<file path="config.mk">
export PLATFORM = sky130hd
export DESIGN_NAME = gb_microseq
export DESIGN_NICKNAME = d
export VERILOG_FILES = /design/src/rtl/gb_microseq.sv
export SDC_FILE = /design/constraint.sdc
export NUM_CORES = 1
export LEC_CHECK = 0
export BUFFER_PORTS_ARGS = -buffer_cell sky130_fd_sc_hd__buf_2
export CAP_MARGIN = 0
export CORE_UTILIZATION = 30
export CTS_CLUSTER_DIAMETER = 60
export DETAILED_ROUTE_END_ITERATION = 10
export GPL_ROUTABILITY_DRIVEN = 0
export HOLD_SLACK_MARGIN = 0.06
export PLACE_DENSITY = 0.65
export SYNTH_ARGS = -nofsm -noshare
export SYNTH_HDL_FRONTEND = slang
export SYNTH_SLANG_ARGS = --single-unit
</file>
<file path="constraint.sdc">
create_clock -name clk -period 3.6 [get_ports clk]
set_input_delay 0.72 -clock clk [delete_from_list [all_inputs] [get_ports clk]]
set_output_delay 0.72 -clock clk [all_outputs]
set_load 0.005 [all_outputs]
</file>
<file path="src/rtl/gb_microseq.sv">
// gb_microseq: fetches opcode bytes (with 0xCB prefix) and walks linked micro-op chains in the microcode ROM.
// Define GB_MICROSEQ_HALT_EN to add the HALTED state with wake/halted ports.
module gb_microseq #(
    parameter int         CW_WIDTH  = 65,
    parameter int         MAX_UOPS  = 16,
    parameter logic [7:0] CB_OPCODE = 8'hCB
) (
    input  logic                clk,
    input  logic                rst,
    output logic                fetch_req,
    input  logic                fetch_ack,
    input  logic [7:0]          fetch_data,
    output logic                pc_inc,
    output logic [8:0]          uop_addr,
    input  logic [CW_WIDTH-1:0] control_signals,
    output logic                uop_valid,
    input  logic                mem_done,
    input  logic                cond_true,
    output logic                instr_done,
    output logic                cb_prefix,
`ifdef GB_MICROSEQ_HALT_EN
    input  logic                wake,
    output logic                halted,
`endif
    output logic                uop_fault
);
    localparam int STEP_W = $clog2(MAX_UOPS + 1);

`ifdef GB_MICROSEQ_HALT_EN
    typedef enum logic [1:0] {S_IDLE, S_FETCH, S_EXEC, S_HALTED} state_t;
`else
    typedef enum logic [1:0] {S_IDLE, S_FETCH, S_EXEC} state_t;
`endif

    state_t            r_state;
    logic              r_fetch_req;
    logic              r_instr_done;
    logic              r_cb_prefix;
    logic              r_uop_fault;
    logic [8:0]        r_uop_addr;
    logic [STEP_W-1:0] r_step;
`ifdef GB_MICROSEQ_HALT_EN
    logic              r_halted;
    logic              w_halt;
`endif

    logic              w_last;
    logic              w_mem_stall;
    logic              w_cond_chk;
    logic [8:0]        w_next;
    logic              w_retire;
    logic              w_end;
    logic              w_ack;
    logic              w_is_prefix;
    logic              w_limit;
    logic [STEP_W-1:0] w_step_nxt;
    logic              w_unused_cw;

    assign w_last      = control_signals[CW_WIDTH-1];
    assign w_mem_stall = control_signals[CW_WIDTH-2];
    assign w_cond_chk  = control_signals[CW_WIDTH-3];
    assign w_next      = control_signals[8:0];
`ifdef GB_MICROSEQ_HALT_EN
    assign w_halt      = control_signals[CW_WIDTH-4];
`endif
    // Remaining control bits belong to the datapath.
    assign w_unused_cw = ^control_signals[CW_WIDTH-4:9];

    // The ROM is combinational: the word for r_uop_addr is decoded in the same cycle.
    assign w_retire    = (r_state == S_EXEC) && (!w_mem_stall || mem_done);
    assign w_end       = w_last || (w_cond_chk && !cond_true);
    assign w_ack       = (r_state == S_FETCH) && r_fetch_req && fetch_ack;
    assign w_is_prefix = (fetch_data == CB_OPCODE) && !r_cb_prefix;
    assign w_step_nxt  = r_step + STEP_W'(1);
    assign w_limit     = (w_step_nxt == STEP_W'(MAX_UOPS));

    assign fetch_req  = r_fetch_req;
    assign pc_inc     = w_ack;
    assign uop_addr   = r_uop_addr;
    assign uop_valid  = w_retire;
    assign instr_done = r_instr_done;
    assign cb_prefix  = r_cb_prefix;
    assign uop_fault  = r_uop_fault;
`ifdef GB_MICROSEQ_HALT_EN
    assign halted     = r_halted;
`endif

    always_ff @(posedge clk) begin
        if (rst) begin
            r_state      <= S_IDLE;
            r_fetch_req  <= 1'b0;
            r_instr_done <= 1'b0;
            r_cb_prefix  <= 1'b0;
            r_uop_fault  <= 1'b0;
            r_uop_addr   <= 9'h000;
            r_step       <= '0;
`ifdef GB_MICROSEQ_HALT_EN
            r_halted     <= 1'b0;
`endif
        end else begin
            r_instr_done <= 1'b0;
            case (r_state)
                S_IDLE: begin
                    r_state     <= S_FETCH;
                    r_fetch_req <= 1'b1;
                end
                S_FETCH: begin
                    // After a prefix byte the request drops for one cycle before the opcode fetch.
                    if (!r_fetch_req) begin
                        r_fetch_req <= 1'b1;
                    end else if (fetch_ack) begin
                        r_fetch_req <= 1'b0;
                        if (w_is_prefix) begin
                            r_cb_prefix <= 1'b1;
                        end else begin
                            r_uop_addr <= {r_cb_prefix, fetch_data};
                            r_step     <= '0;
                            r_state    <= S_EXEC;
                        end
                    end
                end
                S_EXEC: begin
                    if (w_retire) begin
`ifdef GB_MICROSEQ_HALT_EN
                        if (w_halt) begin
                            r_state      <= S_HALTED;
                            r_halted     <= 1'b1;
                            r_instr_done <= 1'b1;
                            r_cb_prefix  <= 1'b0;
                        end else
`endif
                        if (w_end) begin
                            r_state      <= S_FETCH;
                            r_fetch_req  <= 1'b1;
                            r_instr_done <= 1'b1;
                            r_cb_prefix  <= 1'b0;
                        end else if (w_limit) begin
                            // Runaway chain: abort without signalling completion.
                            r_state     <= S_FETCH;
                            r_fetch_req <= 1'b1;
                            r_uop_fault <= 1'b1;
                            r_cb_prefix <= 1'b0;
                        end else begin
                            r_uop_addr <= w_next;
                            r_step     <= w_step_nxt;
                        end
                    end
                end
`ifdef GB_MICROSEQ_HALT_EN
                S_HALTED: begin
                    if (wake) begin
                        r_state     <= S_FETCH;
                        r_fetch_req <= 1'b1;
                        r_halted    <= 1'b0;
                    end
                end
`endif
                default: r_state <= S_IDLE;
            endcase
        end
    end
endmodule
</file>
### Word-level counts from Yosys, hierarchy flattened

Cells that the tools add are included.

* register bits: 20
* word-level logic and storage cells: 77
* input port bits: 78
* output and inout bits: 15

* bitwise operators: 3
* mux-type cells: 35
* add/subtract/negate cells: 1
* reduce and logical (&&, ||, !) cells: 19
* equal/unequal tests: 12

Operator list (count)
* two-way mux 9 bit: 6
* two-way mux 5 bit: 6
* case mux 9 bit (2 select lines): 1
* != test 2 bit (second input constant): 7
* two-way mux 1 bit: 12
* two-way mux 2 bit: 6
* case mux 5 bit (2 select lines): 1
* == test 8 bit (second input constant): 1
* AND reduction 7 bit: 1
* case mux 2 bit (3 select lines): 1
* AND reduction 6 bit: 1
* adder 5 x 1 -> 5 bit (second input constant): 1
* == test 5 bit (second input constant): 1
* logical AND 1 bit: 5
* AND reduction 5 bit: 1
* AND reduction 4 bit: 1
* logical NOT 1 bit: 3
* != test 3 bit (second input constant): 1
* NOT 1 bit: 3
* case mux 1 bit (3 select lines): 1
* AND reduction 3 bit: 1
* nonzero test 3 bit: 1
* OR reduction 3 bit: 1
* == test 2 x 1 -> 1 bit (second input constant): 1
* other kinds (5): 6

### Logic depth before layout (Yosys ltp)

Gate-level depths: netlist (run 1).

* word-level depth: 6
* gate-level depth with buffers: 7
* mapped depth without buffers: 6

### Worst setup path after synthesis (run 1)

Ideal clock, no wire load.

* path kind: in2reg
* start point: input fetch_data[2]
* end point: register r_uop_addr[3], in the netlist uop_addr[3]
* stages on the path: 6
* arrival: 2.012 ns
* data required time: 3.461 ns
* slack: 1.449 ns
* library setup time: 0.139 ns
* path buffers: 1
* cells stage by stage: or4b_4 > nor4_4 > nor2b_2 > buf_4 > a21oi_1 > a311oi_1

* cells in the longest elaborated chain, start to end: 4

RTL lines
* from (decl): RTL line 12 `input logic [7:0] fetch_data,`
* == test 8 bit: RTL line 73 `assign w_is_prefix = (fetch_data == CB_OPCODE) && !r_cb_prefix;`
* logical AND 1 bit: RTL line 73
* != test 2 bit (no line)
* AND reduction 7 bit (no line)
* to (signal assigned): RTL line 116 `r_uop_addr <= {r_cb_prefix, fetch_data};`
* to (signal assigned): RTL line 144 `r_uop_addr <= w_next;`
* to (decl): RTL line 40 `logic [8:0] r_uop_addr;`

Every way passes these cells.
A chain may end at the register's enable or synchronous reset.

### Final worst setup path (run 1)

* start point: register r_state[1]
* end point: register r_uop_addr[4], in the netlist uop_addr[4]

* cells in the longest elaborated chain, start to end: 4
* elaborated cells on any way between the ends: 12
* those cells by class: eq/ne: 8; mux: 1; reduce/logical: 3

RTL lines
* from (decl): RTL line 35 `state_t r_state;`
* from (signal assigned): RTL line 90 `r_state <= S_IDLE;`
* from (signal assigned): RTL line 104 `r_state <= S_FETCH;`
* from (signal assigned): RTL line 118 `r_state <= S_EXEC;`
* == test 2 bit: RTL line 70, 102
* logical AND 1 bit: RTL line 70 `assign w_retire = (r_state == S_EXEC) && (!w_mem_stall || mem_done);`
* != test 2 bit (no line)
* AND reduction 7 bit (no line)

Several ways; a longest one is shown, not always the timed one.

==> run metrics, run 1 <==
worst slack at placement=1.13 ns; vias in the first global route=between 1,000 and 1,500; design internal power=between 500 and 600 uW; cts bufs inserted=3; fin nets=between 200 and 250; initial core utilization=roughly a third; vias=1,081; Tmin final=roughly 2.2 ns; Synth Flop Type=dfxtp_1; Post-synth EDFFs=0; Hold Buf Count CTS=0; Worst Skew=about 0.0017 ns; flops & latches, synth=20; Arr. time, crit path=approximately 2.5 ns; Global Route Usage Sum=about 15%; ANT cells=0; status=complete, no violations; # clock sinks=20; Clock Latency Late Sink=0.30 ns; WP buf/inv=0; Clock Path Buffers=2; crit-path cells=and2b_1 -> a32oi_4 -> nor2b_2 -> a21oi_1 -> a311oi_1; HP Class=register to register; first-pass GRT wire length=4.75 mm; post-CTS sizing=0; Leak Pwr=approximately 0.00055 uW; final period utilization=between 60% and 70%; Setup-failing EPs final=0; placed instance area=1320 um^2; initial antenna violation count=0; H-tree depth=1; Warnings, synthesis=0; Worst-Margin Slew=0.876 ns; max frequency=447 MHz; largest net degree at the start of global routing=24; Max Slew Vio Count=0; peak supply drop=0.331 mV; Routed WL per cell=between 10 and 15 um; critical path required time=between 3 and 4 ns; Mapped Cells=roughly 120; Max Cap Viol=0; CP Class=register to register; logic gate share of total power=approximately half; post-synthesis sequential area ratio=around 36%; Slew HR=41.3%; Net Sw Power=405 uW; Post-route DRC=0; cell family contributing the most delay on the critical path=simple AND/OR/NAND/NOR gates; die footprint=between 3000 and 4000 um^2; Root Buffer=clkbuf_4; Port Buf Inserts=39; Crit Path Max Fanout=23; post-CTS setup buffers=0; Core Rows=21; Via density=5.35; Mapped Area=1100 um^2; CP max stage delay=slightly below 0.8 ns; Pre-antenna DRT Iters=4; share of power burned in the clock network=13.5%; CTS clk-pin slew, worst paths=approximately 0.11 ns; Post-DRT Antenna Nets=0; Sequential Power Share=approximately a third; layout cells sized above 1=around a third; endpoints failing hold=0; Core Area=3420 um^2; 1st-iter DRT viols=36; Post-synth ARST share=0%; Crit. End Element=register; RSZ-0062 raised after global routing=false; number of placed I/O pins=93; Cell Pwr Density=716 nW/um^2; post-route cell area=between 1000 and 1500 um^2; Switching Share=roughly two fifths; Critical Path Start Type=register; Net Count, Synth=a little under 200; setup TNS=0 ns; Avg Inst Size Synth=9.25 um^2; die span in y=around 63 um; final setup margin=about 1.4 ns; Fillers=between 300 and 400; TritonCTS clock tree=built; Core Util, Final=approximately 40%; grt total ovfl=0; CP max-delay cell=nor2b_2; Detailed Route WL=about 2.8 mm; P&R area growth vs syn=23.1%; placed wire-length estimate=roughly 2.1 mm; count of different cell masters after synthesis=39; Die W=between 60 and 70 um
==> placed cells by master (no fill, tap or decap), types with 3 or more instances in the layout <==
| cell type | Yosys | layout |
|---|---|---|
| mux2i_1 | 9 | 9 |
| nand4_1 | 3 | 3 |
| dfxtp_1 | 20 | 20 |
| a311oi_1 | 9 | 9 |
| a21oi_1 | 21 | 21 |
| o31ai_1 | 3 | 3 |
| nand2_1 | 4 | 4 |
| nor2b_1 | 3 | 3 |
| clkbuf_4 | 0 | 3 |
| buf_2 | 1 | 39 |
| o21ai_0 | 3 | 3 |
| nand2b_1 | 3 | 3 |
| nor2_1 | 7 | 7 |
==> per-stage QoR <==
| stage | hold slack, ns | std cells | total power [uW] |
|---|---|---|---|
| after detailed placement | 0.459 | 198 | 846 |
| after global routing | 0.560 | 202 | 1050 |
| final | 0.498 | 202 | 970 |
| after global placement | 0.455 | 198 | 827 |
| after CTS | 0.500 | 202 | 981 |
| after floorplan | 0.461 | 119 | 714 |
==> worst register-to-register path: cells and delay by family, from the launching register on <==
kind	cells	cell delay, ns
AND/OR/NAND/NOR	2	1.05
AO/OA/AOI/OAI	3	0.68
flip-flops	1	0.43
==> path summary, 6_finish.rpt <==
kind	start	to	slack [ns]	depth (start not counted)
setup / recovery	r_state[1]	uop_addr[4]	1.36	5
hold / removal	uop_fault	uop_fault	0.50	2
setup reg to reg	r_state[1]	uop_addr[4]	1.36	5
hold reg to reg	uop_fault	uop_fault	0.50	2
==> synth_stat cells (2+ instances only) <==
library cell | instances | area, um^2
a21oi_1 | 21 | 105
dfxtp_1 | 20 | 400
a311oi_1 | 9 | 78.8
mux2i_1 | 9 | 90.1
nor2_1 | 7 | 26.3
clkbuf_1 | 4 | 15.0
nand2_1 | 4 | 15.0
nand2b_1 | 3 | 18.8
nand4_1 | 3 | 18.8
nor2b_1 | 3 | 18.8
o21ai_0 | 3 | 15.0
o31ai_1 | 3 | 22.5
a31oi_1 | 2 | 12.5
buf_6 | 2 | 22.5
nand3_1 | 2 | 10.0
==> flip-flops by register name, summed over array words and instances, names as in the netlist <==
| signal | count |
|---|---|
| r_step | 5 |
| uop_fault | 1 |
| cb_prefix | 1 |
| uop_addr | 9 |
| instr_done | 1 |
| r_state | 2 |
| fetch_req | 1 |
==> layout make-up <==
cell class | instances | area [um^2] | area share, %
Multi-Input combinational cell | 90 | 647 | 47.7
Inverter | 1 | 3.75 | 0.277
Clock buffer | 4 | 36.3 | 2.68
Tap cell | 46 | 57.6 | 4.25
Sequential cell | 20 | 400 | 29.5
Timing Repair Buffer | 41 | 210 | 15.5
==> cell families (layout without fill, tap and decap cells) <==
logic type | count (synthesis) | count (layout) | share of synthesized area, %
adders and majority gates | 1 | 1 | 1.14
DFF | 20 | 20 | 36.4
and+or+nand+nor | 34 | 34 | 20.7
muxes | 9 | 9 | 8.18
AOI/OAI and AO/OA | 46 | 46 | 28.8
buffers and inverters | 9 | 46 | 4.89
==> power groups by stage <==
stage	registers, uW	logic (uW)	clock network, uW
2_1_floorplan	344	370	0
3_3_place_gp	336	491	0
3_5_place_dp	343	503	0
4_1_cts	338	506	137
5_1_grt	347	552	148
6_report	338	501	131
==> routing by layer <==
metal	up-vias	global-route usage [%]	share of wire (%)	routed length, um
met3	2	4.74	5.8	164
met4	0	4.07	0.53	15
met1	504	18.0	46	1310
li1	536	-	-	-
met5	-	0	0	0
met2	39	26.0	48	1350
Note: power is estimated with default switching activity, not from simulation.
==> inputs of run 2 (changes only) <==
==> constraint.sdc (replaced) <==
create_clock -name clk -period 2.2 [get_ports clk]
set_input_delay 0.44 -clock clk [delete_from_list [all_inputs] [get_ports clk]]
set_output_delay 0.44 -clock clk [all_outputs]
set_load 0.005 [all_outputs]
==> run 2 against run 1 <==
  * Die area is the same
  * Non-clock buffer count is 2 higher
  * Worst setup slack got worse by 1.0 ns
  * Largest cell class unchanged
  * Highest routed layer unchanged
==> run metrics, run 2 (same netlist as run 1, synthesis figures left out) <==
status=complete, no violations; most frequent cells in the layout=buf_2 (39), a21oi_1 (21), dfxtp_1 (20), mux2i_1 (9), a311oi_1 (9); Switching Share=a little over two fifths; Sequential Power Share=approximately 34%; Max Slew Vio Count=0; Port Buf Inserts=39; initial core utilization=between 30% and 40%; number of placed I/O pins=93; ANT cells=0; vias=around 1,100; Critical Path Start Type=register; critical path required time=around 2.4 ns; Crit. End Element=register; P&R area growth vs syn=24.9%; Clock Path Buffers=2; Max Cap Viol=0; HP Class=primary input to register; Arr. time, crit path=~2.1 ns; Core Rows=21; logic gate share of total power=52.8%; initial antenna violation count=0; first-pass GRT wire length=between 4 and 5 mm; grt total ovfl=0; Slew HR=between 60% and 70%; setup TNS=0 ns; Leak Pwr=between 0.0005 and 0.0006 uW; max FFs per register=9; Post-route DRC=0; worst hold margin=about 0.49 ns; die footprint=between 3000 and 4000 um^2; Via density=5.25; Net Sw Power=678 uW; CP Class=register to register; Routed WL per cell=14.1 um; post-CTS setup buffers=0; Crit Path Max Fanout=23; Worst Skew=approximately 0.0062 ns; # clock sinks=20; TritonCTS clock tree=built; RSZ-0062 raised after global routing=false; vias in the first global route=approximately 1,100; peak supply drop=0.563 mV; layout cells sized above 1=between 30% and 40%; final period utilization=between 80% and 90%; endpoints failing hold=0; fin nets=roughly 240; 1st-iter DRT viols=40; Pre-antenna DRT Iters=4; largest net degree at the start of global routing=24; CTS clk-pin slew, worst paths=~0.12 ns; share of power burned in the clock network=roughly 13%; placed instance area=~1300 um^2; post-CTS sizing=0; Die W=62.6 um; Cell Pwr Density=approximately 1200 nW/um^2; Worst-Margin Slew=slightly above 0.5 ns; Core Area=between 3000 and 4000 um^2; Root Buffer=clkbuf_4; cts bufs inserted=3; die span in y=62.6 um; Setup-failing EPs final=0; max frequency=534 MHz; post-route cell area=approximately 1400 um^2; Tmin final=1.87 ns; Clock Latency Late Sink=around 0.30 ns; Hold Buf Count CTS=0; Post-DRT Antenna Nets=0; Detailed Route WL=2.88 mm; design internal power=between 900 and 1000 uW; placed wire-length estimate=slightly above 2 mm; H-tree depth=1; Global Route Usage Sum=roughly 16%; most common cell after layout, fill and taps aside=buf_2
## run 2: path summary, 6_finish.rpt
| kind | startpoint | endpoint | slack, ns | cells after the start |
|---|---|---|---|---|
| worst max-delay path | r_state[1] | uop_addr[3] | 0.33 | 5 |
| worst min register to register | uop_fault | uop_fault | 0.50 | 2 |
| worst min-delay path | control_signals[8] | uop_addr[8] | 0.49 | 3 |
| worst max register to register | r_state[1] | uop_addr[3] | 0.33 | 5 |
## run 2: cell type report
cell class | count | area [um^2]
fillers | 369 | 2040
multi-input cells | 90 | 652
flip-flops and latches | 20 | 400
repair buffers | 43 | 225
well taps | 46 | 57.6
clock buffers | 4 | 36.3
inverters | 1 | 3.75
## run 2: metal layers
| metal | vias up | wire length, um | part of all wire, % | GRT usage (%) |
|---|---|---|---|---|
| li1 | 538 | - | - | - |
| met3 | 2 | 209 | 7.3 | 5.11 |
| met4 | 0 | 18 | 0.63 | 2.62 |
| met2 | 45 | 1330 | 46 | 25.5 |
| met5 | - | 0 | 0 | 0 |
| met1 | 485 | 1320 | 46 | 19.9 |
## run 2: per-stage QoR
step / utilization (%) / instances / worst slack [ns] / power (uW)
final: 40.3 / 204 / 0.326 / 1620
after floorplan: - / 119 / 0.329 / 1170
after detailed placement: 39.0 / 200 / 0.0416 / 1400
after global placement: 39.0 / 200 / 0.0738 / 1370
after CTS: 40.1 / 204 / 0.0278 / 1620
after global routing: 40.3 / 204 / 0.149 / 1750
## run 2: worst max-delay path, stage by stage, from the launching register on
cell and delay [ns]:
dfxtp_1 0.41, and2b_1 0.28, a32oi_4 0.19, nor2b_4 0.50, a21oi_1 0.12, a311oi_1 0.28
## run 2: power groups by stage
| stage | Sequential, uW | Combinational [uW] | Clock [uW] |
|---|---|---|---|
| 2_1_floorplan | 562 | 606 | 0 |
| 3_3_place_gp | 550 | 817 | 0 |
| 3_5_place_dp | 558 | 847 | 0 |
| 4_1_cts | 552 | 850 | 221 |
| 5_1_grt | 568 | 938 | 240 |
| 6_report | 549 | 855 | 217 |
==> inputs of run 3 (changes only) <==
==> constraint.sdc (replaced) <==
create_clock -name clk -period 1.9 [get_ports clk]
set_input_delay 0.38 -clock clk [delete_from_list [all_inputs] [get_ports clk]]
set_output_delay 0.38 -clock clk [all_outputs]
set_load 0.005 [all_outputs]
==> run 3 against run 2 <==
  * Sequential power up 13%
  * Wire length increased by 7.1%
  * Critical endpoint is now r_step[1]
  * Power grew 29%
  * Critical path type is now primary input to register
  * Register-to-register slack lost 0.23 ns
  * Sequential share of layout area fell by 1.8 points
  * Largest power group unchanged
  * Critical path depth increased by 2
  * Die area unchanged
  * First-iteration DRC count grew 60%
  * Flip-flop and latch count is the same
  * Via count up 6.8%
==> run metrics, run 3 (same netlist as run 1, synthesis figures left out) <==
Critical Path Start Type=primary input; cell family contributing the most delay on the critical path=simple AND/OR/NAND/NOR gates; Leak Pwr=roughly 0.00062 uW; Crit Path Max Fanout=7; Switching Share=between 30 and 40%; placed wire-length estimate=roughly 2.1 mm; Core Rows=21; setup TNS=0 ns; Post-route DRC=0; max FFs per register=9; Routed WL per cell=~14 um; Arr. time, crit path=~2.1 ns; vias=approximately 1,100; CTS clk-pin slew, worst paths=between 0.1 and 0.15 ns; WP buf/inv=2; critical path required time=around 2.1 ns; Die W=between 60 and 70 um; Net Sw Power=just over 800 uW; routing usage on met3=under 10%; P&R area growth vs syn=33.0%; peak supply drop=slightly below 0.7 mV; worst hold margin=approximately 0.42 ns; Slew HR=66.7%; largest net degree at the start of global routing=24; 1st-iter DRT viols=64; CP max stage delay=between 0.5 and 0.6 ns; number of placed I/O pins=between 90 and 100; fin nets=~250; Global Route Usage Sum=between 10% and 20%; layout cells sized above 1=about 37%; logic gate share of total power=between 50% and 60%; Pre-antenna DRT Iters=4; die footprint=just under 4000 um^2; final period utilization=a little over nine tenths; TritonCTS clock tree=built; Post-DRT Antenna Nets=0; Overall Power=2080 uW; Core Area=3420 um^2; Via density=5.37; cts bufs inserted=3; H-tree depth=1; most frequent cells in the layout=buf_2 (39), a21oi_1 (21), dfxtp_1 (20), buf_4 (11); status=complete, no violations; Detailed Route WL=3.08 mm; Tmin final=between 1.5 and 2 ns; grt total ovfl=0; ANT cells=0; die span in y=~63 um; max frequency=between 500 and 600 MHz; Worst Skew=between 0.01 and 0.015 ns; post-route cell area=roughly 1500 um^2; # clock sinks=20; CP Class=primary input to register; vias in the first global route=between 1,000 and 1,500; placed instance area=1390 um^2; initial antenna violation count=0; Top Usage Layer GRT=met2; Root Buffer=clkbuf_4; Max Slew Vio Count=0; Clock Path Buffers=2; post-CTS setup buffers=0; Max Cap Viol=0; CP max-delay cell=or4b_4; design internal power=1260 uW; initial core utilization=approximately a third; first-pass GRT wire length=around 4.8 mm; Fillers=346; Worst-Margin Slew=a little under 0.5 ns; most common cell after layout, fill and taps aside=buf_2; met1 Track Usage GR=between 10% and 20%; Cell Pwr Density=about 1400 nW/um^2; Clock Latency Late Sink=0.31 ns; met2 usage=roughly 25%; Crit. End Element=register; endpoints failing hold=0; RSZ-0062 raised after global routing=true; area occupied by multi-input gates=661 um^2; crit-path cells=buf_2 -> or4b_4 -> nor4_4 -> buf_4 -> nand2b_2 -> o21ai_0 -> a21oi_1; Setup-failing EPs final=0; Port Buf Inserts=39; HP Class=primary input to register; share of power burned in the clock network=16.8%; Sequential Power Share=around 30%; Register Area=between 400 and 500 um^2
==> run 3: cell types whose count changed in the layout (fill, tap and decap cells not counted), sizes merged <==
cell	before	now
clkbuf	4	3
buf	43	51
bufinv	0	1
nor2b	4	5
==> run 3: metal layers <==
layer / share of wire [%] / vias to the layer above / routed length, um
met5: 0 / - / 0
met4: 1.4 / 0 / 42
met3: 5.4 / 4 / 166
met2: 46 / 42 / 1400
met1: 48 / 545 / 1470
li1: - / 552 / -
==> run 3: stage by stage <==
stage | cells | setup WS, ns | util (%)
after floorplan | 119 | 0.0890 | -
after global placement | 208 | -0.0957 | 40.8
after detailed placement | 208 | -0.137 | 40.8
after CTS | 212 | 0.114 | 42.5
after global routing | 213 | -0.0174 | 42.9
final | 213 | 0.0648 | 42.9
==> run 3: repair_timing <==
action	4_1_cts	5_1_grt
resized for setup	1	1
cloned	0	1
hold buffers	0	0
endpoints found under the setup margin	14	4
==> run 3: worst paths after layout <==
check                     end  slack [ns]  depth (start not counted)          startpoint
hold reg to reg     uop_fault        0.49                          2           uop_fault
setup / recovery    r_step[1]        0.06                          7       fetch_data[2]
setup reg to reg    r_step[0]        0.10                          7          r_state[1]
hold / removal    uop_addr[8]        0.42                          3  control_signals[8]
==> run 3: layout make-up <==
| cell class | instances | share of cell area [%] |
|---|---|---|
| clock buffers | 3 | 1.54 |
| clock inverters | 1 | 2.05 |
| flip-flops and latches | 20 | 27.4 |
| multi-input cells | 91 | 45.1 |
| inverters | 1 | 0.256 |
| repair buffers | 51 | 19.7 |
| well taps | 46 | 3.93 |
==> run 3: power groups by stage <==
stage / clock network, uW / registers (uW) / logic [uW]
final: 350 / 622 / 1110
after CTS: 362 / 624 / 1070
after global placement: 0 / 624 / 1030
after global routing: 372 / 640 / 1210
after detailed placement: 0 / 632 / 1050
after floorplan: 0 / 651 / 701
==> run 3: worst reg2reg max path: stages (launching register included) <==
cell	delay [ns]
dfxtp_1	0.36
buf_4	0.13
nand2b_1	0.17
nor4_4	0.09
buf_4	0.15
nand2b_2	0.23
or4_1	0.48
a21oi_1	0.14
